$ cat config.mk
export PLATFORM = sky130hd
export DESIGN_NAME = eth_mdio_master
export DESIGN_NICKNAME = d
export VERILOG_FILES = /design/src/rtl/eth_mdio_pkg.sv /design/src/rtl/eth_mdio_clkgen.sv /design/src/rtl/eth_mdio_master.sv
export SDC_FILE = /design/constraint.sdc
export NUM_CORES = 1
export LEC_CHECK = 0
export CAP_MARGIN = 10
export CORE_ASPECT_RATIO = 0.6
export CORE_MARGIN = 5
export CORE_UTILIZATION = 59
export DETAILED_ROUTE_END_ITERATION = 12
export PLACE_DENSITY = 0.85
export REMOVE_ABC_BUFFERS = 1
export SLEW_MARGIN = 10
export SYNTH_ARGS = -nofsm -noshare
export SYNTH_HDL_FRONTEND = slang
export SYNTH_SLANG_ARGS = --single-unit
$ cat constraint.sdc
create_clock -name clk -period 2.97 [get_ports clk]
set_input_delay 0.7425 -clock clk [delete_from_list [all_inputs] [get_ports clk]]
set_output_delay 0.7425 -clock clk [all_outputs]
set_load 0.01 [all_outputs]
$ cat src/rtl/eth_mdio_pkg.sv
// Shared types and frame constants for the clause-22 MDIO management controller.
package eth_mdio_pkg;

  typedef enum logic [2:0] {
    ST_IDLE,
    ST_PRE,
    ST_HDR,
    ST_TA,
    ST_DATA,
    ST_DONE
  } mdio_state_t;

  localparam logic [1:0] MDIO_ST        = 2'b01;
  localparam logic [1:0] MDIO_OP_WR     = 2'b01;
  localparam logic [1:0] MDIO_OP_RD     = 2'b10;
  localparam int         MDIO_HDR_BITS  = 14;
  localparam int         MDIO_DATA_BITS = 16;

  // Everything after the preamble, MSB first: ST, OP, PHYAD, REGAD, TA, DATA.
  // Read frames carry zeros in the TA/DATA slots since the PHY owns the line there.
  function automatic logic [31:0] mdio_frame(input logic        wr,
                                             input logic [4:0]  phy,
                                             input logic [4:0]  reg_addr,
                                             input logic [15:0] wdata);
    return {MDIO_ST, (wr ? MDIO_OP_WR : MDIO_OP_RD), phy, reg_addr,
            (wr ? 2'b10 : 2'b00), (wr ? wdata : 16'h0000)};
  endfunction

endpackage

$ cat src/rtl/eth_mdio_clkgen.sv
// MDC divider: low for CLK_DIV cycles, then high for CLK_DIV cycles, per bit.
// Held in the low phase with the counter cleared while disabled, so every
// frame starts on a fresh low phase.
module eth_mdio_clkgen #(
  parameter int CLK_DIV = 20
) (
  input  logic clk,
  input  logic rstn,
  input  logic en,
  output logic o_emdc,
  output logic fall_stb,
  output logic sample_stb
);

  localparam logic [7:0] DIV_LAST = 8'(CLK_DIV - 1);

  logic [7:0] div_cnt;
  logic       phase_end;

  assign phase_end = (div_cnt == DIV_LAST);

  // Phase counter and MDC level; MDC toggles at the end of each half-period.
  // NOTE: sequential state uses <= so every flop samples pre-edge values.
  always_ff @(posedge clk or negedge rstn) begin
    if (!rstn) begin
      div_cnt <= '0;
      o_emdc  <= 1'b0;
    end else if (!en) begin
      div_cnt <= '0;
      o_emdc  <= 1'b0;
    end else if (phase_end) begin
      div_cnt <= '0;
      o_emdc  <= ~o_emdc;
    end else begin
      div_cnt <= div_cnt + 8'd1;
    end
  end

  // Last cycle of the high phase: mdio_i is sampled now, and the next bit is
  // launched on the edge that ends this cycle (the falling MDC edge).
  assign sample_stb = en & o_emdc & phase_end;
  assign fall_stb   = en & o_emdc & phase_end;

endmodule

$ cat src/rtl/eth_mdio_master.sv
// Clause-22 MDIO master: accepts one register read/write request, serialises
// the frame on MDC/MDIO and returns read data plus a turnaround error flag.
module eth_mdio_master
  import eth_mdio_pkg::*;
#(
  parameter int CLK_DIV       = 20,
  parameter int PREAMBLE_BITS = 32
) (
  input  logic        clk,
  input  logic        rstn,
  input  logic        req_valid,
  output logic        req_ready,
  input  logic        req_write,
  input  logic [4:0]  req_phy,
  input  logic [4:0]  req_reg,
  input  logic [15:0] req_wdata,
  output logic        rsp_valid,
  output logic [15:0] rsp_rdata,
  output logic        rsp_err,
  output logic        busy,
  output logic        o_emdc,
  output logic        mdio_o,
  output logic        mdio_oe,
  input  logic        mdio_i
);

  localparam logic [5:0] PRE_LOAD  = (PREAMBLE_BITS > 0) ? 6'(PREAMBLE_BITS - 1) : 6'd0;
  localparam logic [5:0] HDR_LOAD  = 6'(MDIO_HDR_BITS - 1);
  localparam logic [5:0] TA_LOAD   = 6'd1;
  localparam logic [5:0] DATA_LOAD = 6'(MDIO_DATA_BITS - 1);

  mdio_state_t state, state_n;
  logic [5:0]  bit_cnt, bit_cnt_n;
  logic [31:0] sr, sr_n;
  logic        wr, wr_n;
  logic        oe_n, o_n;
  logic [14:0] sin;
  logic        ta_err;
  logic        in_frame, last_bit, fall_stb, sample_stb;

  assign in_frame  = state inside {ST_PRE, ST_HDR, ST_TA, ST_DATA};
  assign last_bit  = (bit_cnt == 6'd0);
  assign req_ready = (state == ST_IDLE);
  assign busy      = ~req_ready;
  assign rsp_valid = (state == ST_DONE);

  eth_mdio_clkgen #(.CLK_DIV(CLK_DIV)) u_clkgen (
    .clk        (clk),
    .rstn       (rstn),
    .en         (in_frame),
    .o_emdc     (o_emdc),
    .fall_stb   (fall_stb),
    .sample_stb (sample_stb)
  );

  // Next-state, bit counter and shift-out register; pad drive is derived from
  // the next state so mdio_o/mdio_oe are registered and change only at a fall.
  always_comb begin
    // NOTE: every output of this block is defaulted first so no path infers a latch.
    state_n   = state;
    bit_cnt_n = bit_cnt;
    sr_n      = sr;
    wr_n      = wr;
    case (state)
      ST_IDLE: begin
        if (req_valid) begin
          wr_n = req_write;
          sr_n = mdio_frame(req_write, req_phy, req_reg, req_wdata);
          if (PREAMBLE_BITS == 0) begin
            state_n   = ST_HDR;
            bit_cnt_n = HDR_LOAD;
          end else begin
            state_n   = ST_PRE;
            bit_cnt_n = PRE_LOAD;
          end
        end
      end
      ST_PRE: begin
        if (fall_stb) begin
          if (last_bit) begin
            state_n   = ST_HDR;
            bit_cnt_n = HDR_LOAD;
          end else begin
            bit_cnt_n = bit_cnt - 6'd1;
          end
        end
      end
      ST_HDR: begin
        if (fall_stb) begin
          sr_n = {sr[30:0], 1'b0};
          if (last_bit) begin
            state_n   = ST_TA;
            bit_cnt_n = TA_LOAD;
          end else begin
            bit_cnt_n = bit_cnt - 6'd1;
          end
        end
      end
      ST_TA: begin
        if (fall_stb) begin
          sr_n = {sr[30:0], 1'b0};
          if (last_bit) begin
            state_n   = ST_DATA;
            bit_cnt_n = DATA_LOAD;
          end else begin
            bit_cnt_n = bit_cnt - 6'd1;
          end
        end
      end
      ST_DATA: begin
        if (fall_stb) begin
          sr_n = {sr[30:0], 1'b0};
          if (last_bit) begin
            state_n   = ST_DONE;
            bit_cnt_n = 6'd0;
          end else begin
            bit_cnt_n = bit_cnt - 6'd1;
          end
        end
      end
      ST_DONE: state_n = ST_IDLE;
      default: state_n = ST_IDLE;
    endcase

    // Reads release the line from the first TA bit; preamble bits are all '1'.
    oe_n = (state_n == ST_PRE) || (state_n == ST_HDR) ||
           (wr_n && (state_n inside {ST_TA, ST_DATA}));
    o_n  = oe_n && ((state_n == ST_PRE) || sr_n[31]);
  end

  // FSM, counter, shift-out and registered pad drive.
  // NOTE: the shift registers are reset too, so nothing reaches the pad as X.
  always_ff @(posedge clk or negedge rstn) begin
    if (!rstn) begin
      state   <= ST_IDLE;
      bit_cnt <= '0;
      sr      <= '0;
      wr      <= 1'b0;
      mdio_o  <= 1'b0;
      mdio_oe <= 1'b0;
    end else begin
      state   <= state_n;
      bit_cnt <= bit_cnt_n;
      sr      <= sr_n;
      wr      <= wr_n;
      mdio_o  <= o_n;
      mdio_oe <= oe_n;
    end
  end

  // Read capture: TA bit 2 must be driven low by the PHY; data shifts in MSB
  // first and is published to the response registers with the final bit.
  always_ff @(posedge clk or negedge rstn) begin
    if (!rstn) begin
      ta_err    <= 1'b0;
      sin       <= '0;
      rsp_rdata <= '0;
      rsp_err   <= 1'b0;
    end else if (sample_stb) begin
      if (state == ST_TA && last_bit) begin
        ta_err <= mdio_i;
      end
      if (state == ST_DATA) begin
        sin <= {sin[13:0], mdio_i};
        if (last_bit) begin
          rsp_rdata <= wr ? 16'h0000 : {sin, mdio_i};
          rsp_err   <= ~wr & ta_err;
        end
      end
    end
  end

endmodule
==> flow_metrics.py <==
metrics = {
    "timing": {
        "worst_pin_slew_ps": 653,
        "period_share": 0.923,
        "skew_ps": 16.1,
        "setup-tns-final_ps": 0,
        "rsz0062_at_grt": "no",
        "whs_ps": 363,
        "slew_viol_final": 0,
        "hold_violations": 0,
        "setup_violations": 0,
        "fmax_ghz": 0.365,
        "min_period_ps": 2740,
        "slew_headroom": 0.565,
    },
    "cts": {
        "root_buffer": "clkbuf_8",
        "ctsResizeCount": 0,
        "cts_tree": "built",
        "htree_levels": 3,
        "clock_sinks": 86,
        "clk_pin_slew_ps": 100,
        "cts-buffers-inserted": 9,
        "cts_hold_buf": 0,
        "post-cts-setup-buffers": 0,
        "cts_buffer_depth": 2,
        "worstSkewPairLatency_ps": 370,
    },
    "finish": {
        "n_fill_cell": 445,
        "nets": 439,
        "layout-drive-gt1-share": 0.127,
        "fin_cells": 495,
        "syn2layout_area_growth_pct": 19.9,
        "fin_util": 0.747,
        "n_antenna_cell": 0,
    },
    "logic_synthesis": {
        "avgSynthCellArea_um2": 10.9,
        "ys_seq_area_frac": 0.552,
        "ys_ff_latch": 86,
        "synth_edf_count": 0,
        "ys_types": 57,
        "synth_area_mm2": 0.00390,
        "syn_inst": 357,
        "synthFlopType": "dfrtp_1",
        "async_flop_share": 1.00,
        "yosysWarnings": 0,
    },
    "drt": {
        "firstDrtPassIters": 6,
        "drt-met1-wl_um": 3830,
        "ant_nets": 0,
        "drcViolationCount": 0,
        "met3_length_um": 786,
        "route.met2.wl_um": 3630,
        "post_drt_wl_per_cell_um": 16.8,
        "wirelength_um": 8330,
        "routed_via_density": 5.92,
        "routed.top_layer": "met4",
        "vias": 2928,
        "drtIter0Drc": 407,
    },
    "floorplanning": {
        "die_w_um": 115,
        "start_util": 0.624,
        "ios": 54,
        "fp-row-count": 22,
        "die_area_mm2": 0.00838,
        "die_height_um": 72.9,
        "core-area_mm2": 0.00625,
    },
    "setup_path": {
        "worst_path_max_delay_cell": "clkdlybuf4s50_1",
        "r2r_setup_slack_ps": 740,
        "max_stage_delay_ps": 580,
        "critPathMaxFanout": 7,
        "timing.critical_path.buf_inv": 2,
        "end_kind": "output port",
        "critPathLaunchType": "flip-flop",
        "critical_path_class": "reg -> out",
        "cp_data_arrival_time_ps": 2000,
        "critPathRequiredTime_ps": 2230,
        "crit_family": "buffers and inverters",
        "crit_chain": "or3_1, inv_1, clkdlybuf4s50_1",
    },
    "placed_design": {
        "hpwl_um": 5770,
        "place_inst": 479,
        "portBuffers": 53,
        "gp_congestion": 0.868,
    },
    "pwr": {
        "ir_drop_mv": 0.282,
        "seq_power_share": 0.591,
        "p_int_mw": 1.52,
        "power_density_mw_per_mm2": 424,
        "p_sw_frac": 0.234,
        "p_sw_mw": 0.464,
        "leakage_nw": 2.21,
        "clkPwrFrac": 0.373,
        "p_comb_frac": 0.036,
    },
    "hold_path": {
        "min_path_type": "in -> async",
    },
    "grt": {
        "grt_pass1_vias": 2844,
        "track_usage": 0.211,
        "antenna_found_initial": 0,
        "grt_pass1_wl_um": 13800,
        "grt_overflow": 0,
        "grt_max_degree": 46,
    },
    "outcome": {
        "outcome": "finished, final reports clean",
    },
    "run": {
        "drv_cap": 0,
    },
}
==> power groups by stage <==
stage | logic (mW) | registers, mW | clock network, mW
after floorplan | 0.00330 | 1.20 | 0
after global placement | 0.0718 | 1.20 | 0
after detailed placement | 0.0725 | 1.20 | 0
after CTS | 0.0728 | 1.17 | 0.762
after global routing | 0.0785 | 1.17 | 0.809
final | 0.0713 | 1.17 | 0.739
==> metrics by stage <==
step	power (mW)	setup WS (ps)	instance area [um^2]
floorplan	1.20	572	3790
global placement	1.27	648	4500
detailed placement	1.27	546	4500
CTS	2.01	242	4670
global route	2.06	164	4670
finish	1.98	228	4670
==> per-layer routing <==
layer  track usage  vias up
li1              -     1380
met1         0.304     1391
met2         0.305      144
met3        0.0721       13
met4        0.0586        0
met5             0        -
==> worst paths after layout <==
path,depth (start not counted),endpoint,start
min in group clk,1,u_clkgen.div_cnt[0],u_clkgen.div_cnt[0]
max in group asynchronous,2,sin[8],rstn
setup / recovery,3,req_ready,state[0]
setup reg to reg,7,sr[12],u_clkgen.div_cnt[0]
hold reg to reg,1,u_clkgen.div_cnt[0],u_clkgen.div_cnt[0]
hold / removal,1,rsp_rdata[5],rstn
==> kinds of logic after synthesis <==
logic type | count (synthesis) | synth area share
AND/OR/NAND/NOR | 108 | 0.154
flip-flops | 86 | 0.552
AO/OA/AOI/OAI | 83 | 0.164
buffers and inverters | 53 | 0.0556
multiplexers | 17 | 0.0501
XOR/XNOR | 8 | 0.0180
adder cells (fa/ha/maj) | 2 | 0.00642
==> cell type report <==
type                       count  area, um^2  area share
sequential                    86        2150       0.461
multi-input combinational    218        1530       0.327
timing repair buffer          61         601       0.129
clock buffer                  10         128      0.0273
inverter                      30         113      0.0241
tap                           84         105      0.0225
clock inverter                 6        45.0     0.00964
==> cells in the mapped netlist, types with 2 or more instances <==
master	count	share of area
dfrtp_1	86	0.55
inv_1	30	0.029
nand2_1	28	0.027
o21ai_0	26	0.033
a222oi_1	25	0.064
nand2b_1	22	0.035
nor2_1	19	0.018
mux2_2	13	0.038
buf_2	11	0.014
clkbuf_1	10	0.0096
nand3_1	7	0.0090
xor2_1	6	0.013
and2_1	4	0.0064
nor3_1	4	0.0051
or2_2	4	0.0064
a21oi_1	3	0.0039
and3_1	3	0.0048
mux2_1	3	0.0087
nor2b_1	3	0.0048
o211ai_1	3	0.0058
o31ai_1	3	0.0058
a21o_1	2	0.0039
a221o_1	2	0.0051
a22o_1	2	0.0045
a311oi_1	2	0.0045
ha_1	2	0.0064
o2111ai_1	2	0.0045
or3_1	2	0.0032
xnor2_1	2	0.0045
==> sequential cells by signal (all words and copies together), names as in the netlist <==
name and flops:
sr 32, rsp_rdata 16, sin 15, u_clkgen.div_cnt 8, bit_cnt 6, state 3, mdio_o 1, mdio_oe 1
rsp_err 1, ta_err 1, u_clkgen.o_emdc 1, wr 1
==> layout by cell type (no fill, tap or decap), types with 4 or more instances in the layout <==
cell type         n
mux2_2           13
a222oi_1         25
buf_4             8
nor2_1           19
o21ai_0          26
xor2_1            6
clkdlybuf4s50_1  52
inv_1            30
dfrtp_1          86
nand2_1          28
and2_1            4
clkbuf_8          9
nand3_1           7
or2_2             4
nand2b_1         22
nor3_1            4
No activity file was read; power rests on OpenSTA's default activity.
